===== src/rtl/cmn_pwm_deadtime.sv =====
// cmn_pwm_deadtime -- gate-drive conditioning for N_PH half-bridges.
// Registers the PWM requests and inserts a programmable dead time on every
// gate turn-on. It also blocks shoot-through requests and forces all gates
// off on fault or disable. A {1,1} request pair raises a sticky error.
//
// Optional build macro: CMN_PWM_MIN_PULSE_EN
//   When defined, every gate stays on for at least MIN_ON clocks once it has
//   turned on. Fault and disable still force the gates off immediately.
//
// Per-phase FSM
//   state | meaning
//   OFF   | both gates off, no request pending
//   DT    | both gates off, counting dead time toward target side (tgt_hi)
//   ON_HI | high-side gate on
//   ON_LO | low-side gate on
module cmn_pwm_deadtime #(
  parameter int N_PH   = 3,
  parameter int DT_W   = 8,
  parameter int MIN_ON = 4
) (
  input  logic                OPB_CLK,
  input  logic                OPB_RST,
  input  logic [2*N_PH-1:0]   pwm_i,
  input  logic                en_i,
  input  logic                fault_i,
  input  logic [DT_W-1:0]     dead_cnt_i,
  input  logic                clr_err_i,
  output logic [2*N_PH-1:0]   gate_o,
  output logic [N_PH-1:0]     dt_active_o,
  output logic                shoot_err_o
);

  typedef enum logic [1:0] {
    ST_OFF   = 2'd0,
    ST_DT    = 2'd1,
    ST_ON_HI = 2'd2,
    ST_ON_LO = 2'd3
  } state_t;

  logic [2*N_PH-1:0] pwm_q;
  logic [N_PH-1:0]   shoot_ph;
  logic              force_off;

  // fault and enable act on the raw pins so the gates drop on the same edge
  assign force_off = fault_i | ~en_i;

  // single input register stage for the PWM requests
  always_ff @(posedge OPB_CLK) begin
    if (!OPB_RST) pwm_q <= '0;
    else          pwm_q <= pwm_i;
  end

  for (genvar k = 0; k < N_PH; k++) begin : g_ph
    logic            req_hi;
    logic            req_lo;
    state_t          state_q;
    state_t          state_d;
    logic            tgt_hi_q;
    logic            tgt_hi_d;
    logic [DT_W-1:0] cnt_q;
    logic [DT_W-1:0] cnt_d;
    logic            gate_hi_d;
    logic            gate_lo_d;
    logic            dt_d;
    logic            gate_hi_q;
    logic            gate_lo_q;
    logic            dt_q;
    logic            hold_on;

    // {1,1} decodes as no request, so the phase falls back to OFF
    assign req_hi      = pwm_q[2*k]   & ~pwm_q[2*k+1];
    assign req_lo      = pwm_q[2*k+1] & ~pwm_q[2*k];
    assign shoot_ph[k] = pwm_q[2*k]   &  pwm_q[2*k+1];

`ifdef CMN_PWM_MIN_PULSE_EN
    localparam int MW = (MIN_ON > 1) ? $clog2(MIN_ON) : 1;
    logic [MW-1:0] on_q;

    // minimum on-time counter, reloaded on every DT to ON transition
    always_ff @(posedge OPB_CLK) begin
      if (!OPB_RST || force_off)
        on_q <= '0;
      else if (state_q == ST_DT && (state_d == ST_ON_HI || state_d == ST_ON_LO))
        on_q <= MW'(MIN_ON - 1);
      else if (on_q != '0)
        on_q <= on_q - MW'(1);
    end

    assign hold_on = (on_q != '0);
`else
    assign hold_on = 1'b0;
`endif

    // state register plus registered gate and dead-time outputs
    always_ff @(posedge OPB_CLK) begin
      if (!OPB_RST) begin
        state_q   <= ST_OFF;
        tgt_hi_q  <= 1'b0;
        cnt_q     <= '0;
        gate_hi_q <= 1'b0;
        gate_lo_q <= 1'b0;
        dt_q      <= 1'b0;
      end else begin
        state_q   <= state_d;
        tgt_hi_q  <= tgt_hi_d;
        cnt_q     <= cnt_d;
        gate_hi_q <= gate_hi_d;
        gate_lo_q <= gate_lo_d;
        dt_q      <= dt_d;
      end
    end

    // next-state logic; dead_cnt_i is sampled only when entering DT
    always_comb begin
      state_d  = state_q;
      tgt_hi_d = tgt_hi_q;
      cnt_d    = cnt_q;
      if (force_off) begin
        state_d = ST_OFF;
      end else begin
        case (state_q)
          ST_OFF: begin
            if (req_hi || req_lo) begin
              state_d  = ST_DT;
              tgt_hi_d = req_hi;
              cnt_d    = dead_cnt_i;
            end
          end
          ST_DT: begin
            if (!(req_hi || req_lo)) begin
              state_d = ST_OFF;
            end else if (req_hi == tgt_hi_q) begin
              // a count of 0 or 1 both give a one-clock gap
              if (cnt_q <= DT_W'(1))
                state_d = tgt_hi_q ? ST_ON_HI : ST_ON_LO;
              else
                cnt_d = cnt_q - DT_W'(1);
            end else begin
              tgt_hi_d = req_hi;
              cnt_d    = dead_cnt_i;
            end
          end
          ST_ON_HI: begin
            if (!hold_on && !req_hi) begin
              if (req_lo) begin
                state_d  = ST_DT;
                tgt_hi_d = 1'b0;
                cnt_d    = dead_cnt_i;
              end else begin
                state_d = ST_OFF;
              end
            end
          end
          ST_ON_LO: begin
            if (!hold_on && !req_lo) begin
              if (req_hi) begin
                state_d  = ST_DT;
                tgt_hi_d = 1'b1;
                cnt_d    = dead_cnt_i;
              end else begin
                state_d = ST_OFF;
              end
            end
          end
          default: state_d = ST_OFF;
        endcase
      end
    end

    // output decode from the next state; at most one gate per phase is on
    always_comb begin
      gate_hi_d = (state_d == ST_ON_HI);
      gate_lo_d = (state_d == ST_ON_LO);
      dt_d      = (state_d == ST_DT);
    end

    assign gate_o[2*k]    = gate_hi_q;
    assign gate_o[2*k+1]  = gate_lo_q;
    assign dt_active_o[k] = dt_q;
  end

  // sticky shoot-through flag; a new request wins over a coincident clear
  always_ff @(posedge OPB_CLK) begin
    if (!OPB_RST)       shoot_err_o <= 1'b0;
    else if (|shoot_ph) shoot_err_o <= 1'b1;
    else if (clr_err_i) shoot_err_o <= 1'b0;
  end

endmodule

===== config.mk =====
export PLATFORM = sky130hd
export DESIGN_NAME = cmn_pwm_deadtime
export DESIGN_NICKNAME = d
export VERILOG_FILES = /design/src/rtl/cmn_pwm_deadtime.sv
export SDC_FILE = /design/constraint.sdc
export NUM_CORES = 1
export LEC_CHECK = 0
export ABC_AREA = 0
export CAP_MARGIN = 20
export CORE_ASPECT_RATIO = 1.5
export CORE_MARGIN = 2
export CORE_UTILIZATION = 35
export CTS_BUF_LIST = sky130_fd_sc_hd__clkbuf_4 sky130_fd_sc_hd__clkbuf_8
export CTS_CLUSTER_DIAMETER = 150
export DETAILED_ROUTE_END_ITERATION = 8
export PLACE_DENSITY = 0.64
export SLEW_MARGIN = 20
export SYNTH_ARGS = -nofsm -noshare
export SYNTH_HDL_FRONTEND = slang
export SYNTH_SLANG_ARGS = --single-unit

===== constraint.sdc =====
create_clock -name OPB_CLK -period 2.8 [get_ports OPB_CLK]
set_input_delay 0.42 -clock OPB_CLK [delete_from_list [all_inputs] [get_ports OPB_CLK]]
set_output_delay 0.42 -clock OPB_CLK [all_outputs]
set_load 0.1 [all_outputs]

# After elaboration in Yosys (flattened, before gate mapping)
# Index checks and enable logic that the tools add are counted.
[totals]
register_bits = 49
wordCells = 189
input_bits = 19
ram_bits = 0
latch_bits = 0
memories = 0
romBits = 0
[op_classes]
div = 0
n_addsub = 3
n_eq_ne = 45
reduce_logical = 14
mux = 86
n_shift = 0
n_mul = 0
n_lt_le_gt_ge = 3
n_bitwise = 18
[ops]
columns = ["op", "n"]
rows = [
  ["$mux W8", 24],
  ["$pmux W8 S4", 3],
  ["$reduce_and A8 Y1", 6],
  ["$mux W2", 21],
  ["$ne A2 B2 Y1 const B", 21],
  ["$mux W1", 32],
  ["$eq A2 B2 Y1 const B", 12],
  ["$le A8 B1 Y1 const B", 3],
  ["$pmux W2 S4", 3],
  ["$sub A8 B1 Y8 const B", 3],
  ["$eq A2 B1 Y1 const B", 6],
  ["$pmux W1 S4", 3],
  ["$and A1 B1 Y1", 9],
  ["$ne A3 B3 Y1 const B", 3],
  ["$not A1 Y1", 8],
  ["$logic_not A2 Y1", 3],
  ["$eq A1 B1 Y1", 3],
  ["$logic_or A1 B1 Y1", 3],
  ["$reduce_or A3 Y1", 1],
  ["$reduce_bool A2 Y1", 1],
  ["$or A1 B1 Y1", 1],
]

# Longest topological paths before layout
[depth]
depth_word = 8
depth_mapped = 9
ltp_nobuf = 7

# Least setup slack after synthesis
# Ideal clock, no wire load.
[synth_path]
kind = "reg-to-reg"
from = "register pwm_q[5]"
to = "register g_ph[2].gate_hi_q"
setup_time_ns = 0.086
synth_period_minus_slack_ns = 2.016
arrival_time_ns = 1.930
path_buffers = 1
required_ns = 2.714
stages_incl_launch_ff = 9
slack_ns = 0.784
cell_sequence = "dfxtp_1 -> inv_1 -> ha_1 -> xor2_1 -> nor3b_1 -> clkbuf_1 -> a32o_1 -> o211ai_1 -> a211oi_1"
[synth_via]
elab_chain_cells = 8
[synth_lines]
columns = ["item", "line", "source"]
rows = [
  ["from (decl)", "40", "logic [2*N_PH-1:0] pwm_q;"],
  ["from (signal assigned)", "50", "else pwm_q <= pwm_i;"],
  ["$not A1 Y1", "71", "assign req_hi = pwm_q[2*k] & ~pwm_q[2*k+1];"],
  ["$and A1 B1 Y1", "71", ""],
  ["$eq A1 B1 Y1", "132", "end else if (req_hi == tgt_hi_q) begin"],
  ["$mux W2", "132", ""],
  ["$mux W2", "130", "if (!(req_hi || req_lo)) begin"],
  ["$pmux W2 S4 (*)", "121", "case (state_q)"],
  ["$mux W2 (*)", "118", "if (force_off) begin"],
  ["$eq A2 B2 Y1 (*)", "172", "gate_hi_d = (state_d == ST_ON_HI);"],
  ["to (signal assigned)", "107", "gate_hi_q <= gate_hi_d;"],
  ["to (decl)", "65", "logic gate_hi_q;"],
]
# Mark *: on every way between the ends. The rest lies on a longest branch, timed or not.
# A chain may end at the register's enable or synchronous reset.

# Worst setup path in the final report
[layout_path]
from = "register pwm_q[5]"
to = "register g_ph[2].cnt_q[7]"
[layout_via]
elab_chain_cells = 6
[layout_lines]
columns = ["item", "line", "source"]
rows = [
  ["$not A1 Y1", "71", ""],
  ["$and A1 B1 Y1", "71", ""],
  ["$eq A1 B1 Y1", "132", ""],
  ["$mux W8", "132", ""],
  ["$mux W8", "130", ""],
  ["$pmux W8 S4", "121", ""],
  ["to (signal assigned)", "106", "cnt_q <= cnt_d;"],
  ["to (decl)", "60", "logic [DT_W-1:0] cnt_q;"],
]
# Parallel ways exist; a longest one is shown, timed or not. The select of a mux whose other input is x is not followed.

==> metrics.md <==
| Metric | Value |
|---|---|
| Vias per cell | `5.312` |
| DRT iter0 DRCs | `182` |
| Max-slew violations | `0` |
| Syn_area_per_cell | `8.307 sq um` |
| Die area | `0.009191 sq mm` |
| Sequential share of the synthesized area | `0.3326` |
| #FFs+latches synth | `49` |
| Sink Count | `49` |
| Outcome | `completed` |
| Fin Setup TNS | `0 ps` |
| Fin crit period | `2236 ps` |
| Final Hold Viols | `0` |
| Power Density | `450.6 mW/mm^2` |
| Drt pass-1 iters | `4` |
| Crit path DAT | `2410 ps` |
| RSZ-0062 raised after global routing | `false` |
| Hold Startpoint | `g_ph[2].cnt_q[7]$_SDFFE_PN0P_` |
| Worst Slack Setup Final | `563.7 ps` |
| First-pass GRT wire length | `11.38 mm` |
| Multi-input gate area | `0.001730 sq mm` |
| Layout cells sized above 1 | `0.1459` |
| WHS | `471.0 ps` |
| Design area | `0.003408 sq mm` |
| Synthesized net count | `389` |
| GRT Overall Usage | `0.1548` |
| Grt total ovfl | `0` |
| Post-synth EDFFs | `0` |
| Area post-placement | `0.003288 sq mm` |
| Worst path cell trace | `inv_1 -> ha_1 -> xor2_1 -> nor3b_1 -> buf_4 -> mux2_2 -> nand2_1 -> a21oi_1` |
| CP startpoint kind | `flip-flop` |
| TritonCTS Buffers | `5` |
| CTS clk-pin slew, worst paths | `90 ps` |
| Count of warnings emitted by yosys | `0` |
| FF-to-FF Start | `pwm_q[5]$_SDFF_PN0_` |
| I/O pins | `29` |
| Post-Route WL | `6.769 mm` |
| Hold Path Cell Cnt | `2` |
| Clk buf depth | `2` |
| Initial antenna violation count | `0` |
| Max VDD drop | `0.1635 mV` |
| CP Capture Type | `flip-flop` |
| Die Ht | `116.4 microns` |
| CP max-delay cell | `nor3b_1` |
| Kind of critical path | `flip-flop to flip-flop` |
| Post-CTS setup buffer count | `0` |
| Row Count | `41` |
| R2R setup slack | `560 ps` |
| Mapped Area | `0.002949 sq mm` |
| Syn-to-layout area delta | `15.57%` |
| Pleak | `1.273 nW` |
| Die width | `78.95 microns` |
| DP HPWL | `5.075 mm` |
| Worst hold path class | `flip-flop to flip-flop` |
| Routability congestion estimate | `0.8516` |
| Post-Synthesis Cells | `355` |
| Commonest non-fill, non-tap cell in the layout | `dfxtp_1` |
| CORE AREA | `0.008310 sq mm` |
| Via count | `2571` |
| Fin nets | `410` |
| Capturing point of the worst reg2reg path | `g_ph[2].cnt_q[7]$_SDFFE_PN0P_` |
| Routed len/inst | `13.99 microns` |
| Number of fill cells in the layout | `890` |
| Clk_skew | `6.537 ps` |
| CTS tree | `built` |
| H-tree level count | `2` |
| FF/Latch Area | `980.9 sq um` |
| Ys async rst share | `0` |
| Pre-CTS worst setup slack | `449.1 ps` |
| Required @ worst endpoint | `2980 ps` |
| Crit share post-route | `0.7987` |
| Worst slew pin tran | `618.2 ps` |
| Max Cap Viol | `0` |
| Largest net degree at the start of global routing | `23` |
| CP max FO | `9` |
| CP max stage delay | `520 ps` |
| CTS root buffer | `clkbuf_8` |
| Fmax | `447.2 MHz` |
| Synth cell types | `64` |
| Clk_lat worst skew | `300 ps` |
| Hold EP | `g_ph[2].cnt_q[7]$_SDFFE_PN0P_` |
| R2r worst-path depth | `8` |
| DRC | `0` |
| Post-CTS Resized | `0` |
| Buffers on Ports | `28` |
| Starting Density | `0.3549` |
| Slew headroom | `0.5847` |
| # diodes | `0` |
| # setup viols final | `0` |
| Post-route antenna net violation count | `0` |
| Number of global-route vias before repair | `2487` |
| Hold Buf Count CTS | `0` |
| Top FF cell, synth | `dfxtp_1` |
| Commonest cells after routing, fill and taps aside | `dfxtp_1, nor2_1, nand2_1` |
power by group:
part           internal, W  switching [W]
sequential        0.000718      0.0000213
combinational     0.000113       0.000151
clock             0.000301       0.000232
total              0.00113       0.000404
how the worst max path moves through the flow:
stage	start	to	slack (ps)
6_report	pwm_q[5]$_SDFF_PN0_	g_ph[2].cnt_q[7]$_SDFFE_PN0P_	560
5_1_grt	pwm_q[5]$_SDFF_PN0_	g_ph[2].cnt_q[7]$_SDFFE_PN0P_	370
4_1_cts	pwm_q[5]$_SDFF_PN0_	g_ph[2].cnt_q[7]$_SDFFE_PN0P_	540
3_5_place_dp	en_i	g_ph[0].cnt_q[5]$_SDFFE_PN0P_	450
3_3_place_gp	en_i	g_ph[0].cnt_q[5]$_SDFFE_PN0P_	480
2_1_floorplan	pwm_q[5]$_SDFF_PN0_	g_ph[2].gate_hi_q$_SDFF_PN0_	780
synthesized netlist by cell type, drive strengths merged, types with 2 or more instances:
master	count	area (sq um)
ha	15	187.7
o31ai	5	37.54
nor2	35	138.9
nand4	2	12.51
o311ai	4	35.04
nor3b	2	15.01
o31a	3	26.28
a211o	2	17.52
a21o	3	22.52
nor3	13	70.07
nand2b	6	37.54
a31oi	5	31.28
mux2i	4	40.04
a21oi	25	128.9
o221ai	2	17.52
a221oi	2	17.52
a21bo	2	20.02
or3	3	18.77
o41ai	4	35.03
xnor2	2	17.52
or4	6	48.80
o21ai	13	65.06
nand3	8	40.04
mux2	7	78.83
and3	3	18.77
and2	7	43.79
o21a	6	45.04
buf	15	106.4
o211ai	5	51.30
inv	21	78.82
dfxtp	49	980.9
a21boi	2	15.02
nor2b	5	31.28
nor4	4	40.04
nand4b	2	17.52
nand2	27	101.4
nand3b	3	22.52
clkbuf	13	48.80
or3b	5	43.79
a211oi	5	42.54
final cells by class:
type | count | share of cell area
inverter | 22 | 0.02423
clock inverter | 1 | 0.008811
timing repair buffer | 42 | 0.1057
tap | 107 | 0.03928
sequential | 49 | 0.2878
multi-input combinational | 256 | 0.5077
clock buffer | 7 | 0.02643
metrics by stage:
step,total power (W),instances,utilization
CTS,0.001560,484,0.4101
detailed placement,0.001019,476,0.3957
global route,0.001620,484,0.4101
global placement,0.001016,476,0.3957
floorplan,0.0009347,355,-
finish,0.001536,484,0.4101
sequential cells by signal, indices dropped and copies added (netlist names):
name            cells
g_ph.cnt_q         24
g_ph.gate_hi_q      3
g_ph.tgt_hi_q       3
g_ph.gate_lo_q      3
g_ph.state_q        6
g_ph.dt_q           3
shoot_err_o         1
pwm_q               6
routing by layer:
layer | vias up | GRT usage | part of all wire | routed length (microns)
met5 | - | 0 | 0 | 0
met4 | 0 | 0.06552 | 0.026 | 179
met3 | 13 | 0.02396 | 0.028 | 189
met2 | 46 | 0.2900 | 0.51 | 3485
met1 | 1206 | 0.1727 | 0.43 | 2915
li1 | 1306 | - | - | -
worst max-delay path: cells and delay by family, from the launching register on:
kind                     cells  cell delay [ps]
adder cells (fa/ha/maj)      1              240
flip-flops                   1              370
XOR/XNOR                     1              170
AND/OR/NAND/NOR              2              590
buffers and inverters        2              330
AO/OA/AOI/OAI                1               60
multiplexers                 1              340
cell families after synthesis:
kind of cell,count (synthesis),synth area share
DFF,49,0.3326
adders and majority gates,15,0.06364
buffers and inverters,50,0.08061
xor gates and xnor gates,3,0.008911
and+or+nand+nor,132,0.2406
muxes,11,0.04031
AOI/OAI and AO/OA,95,0.2334
(Power assumes the default switching activity.)
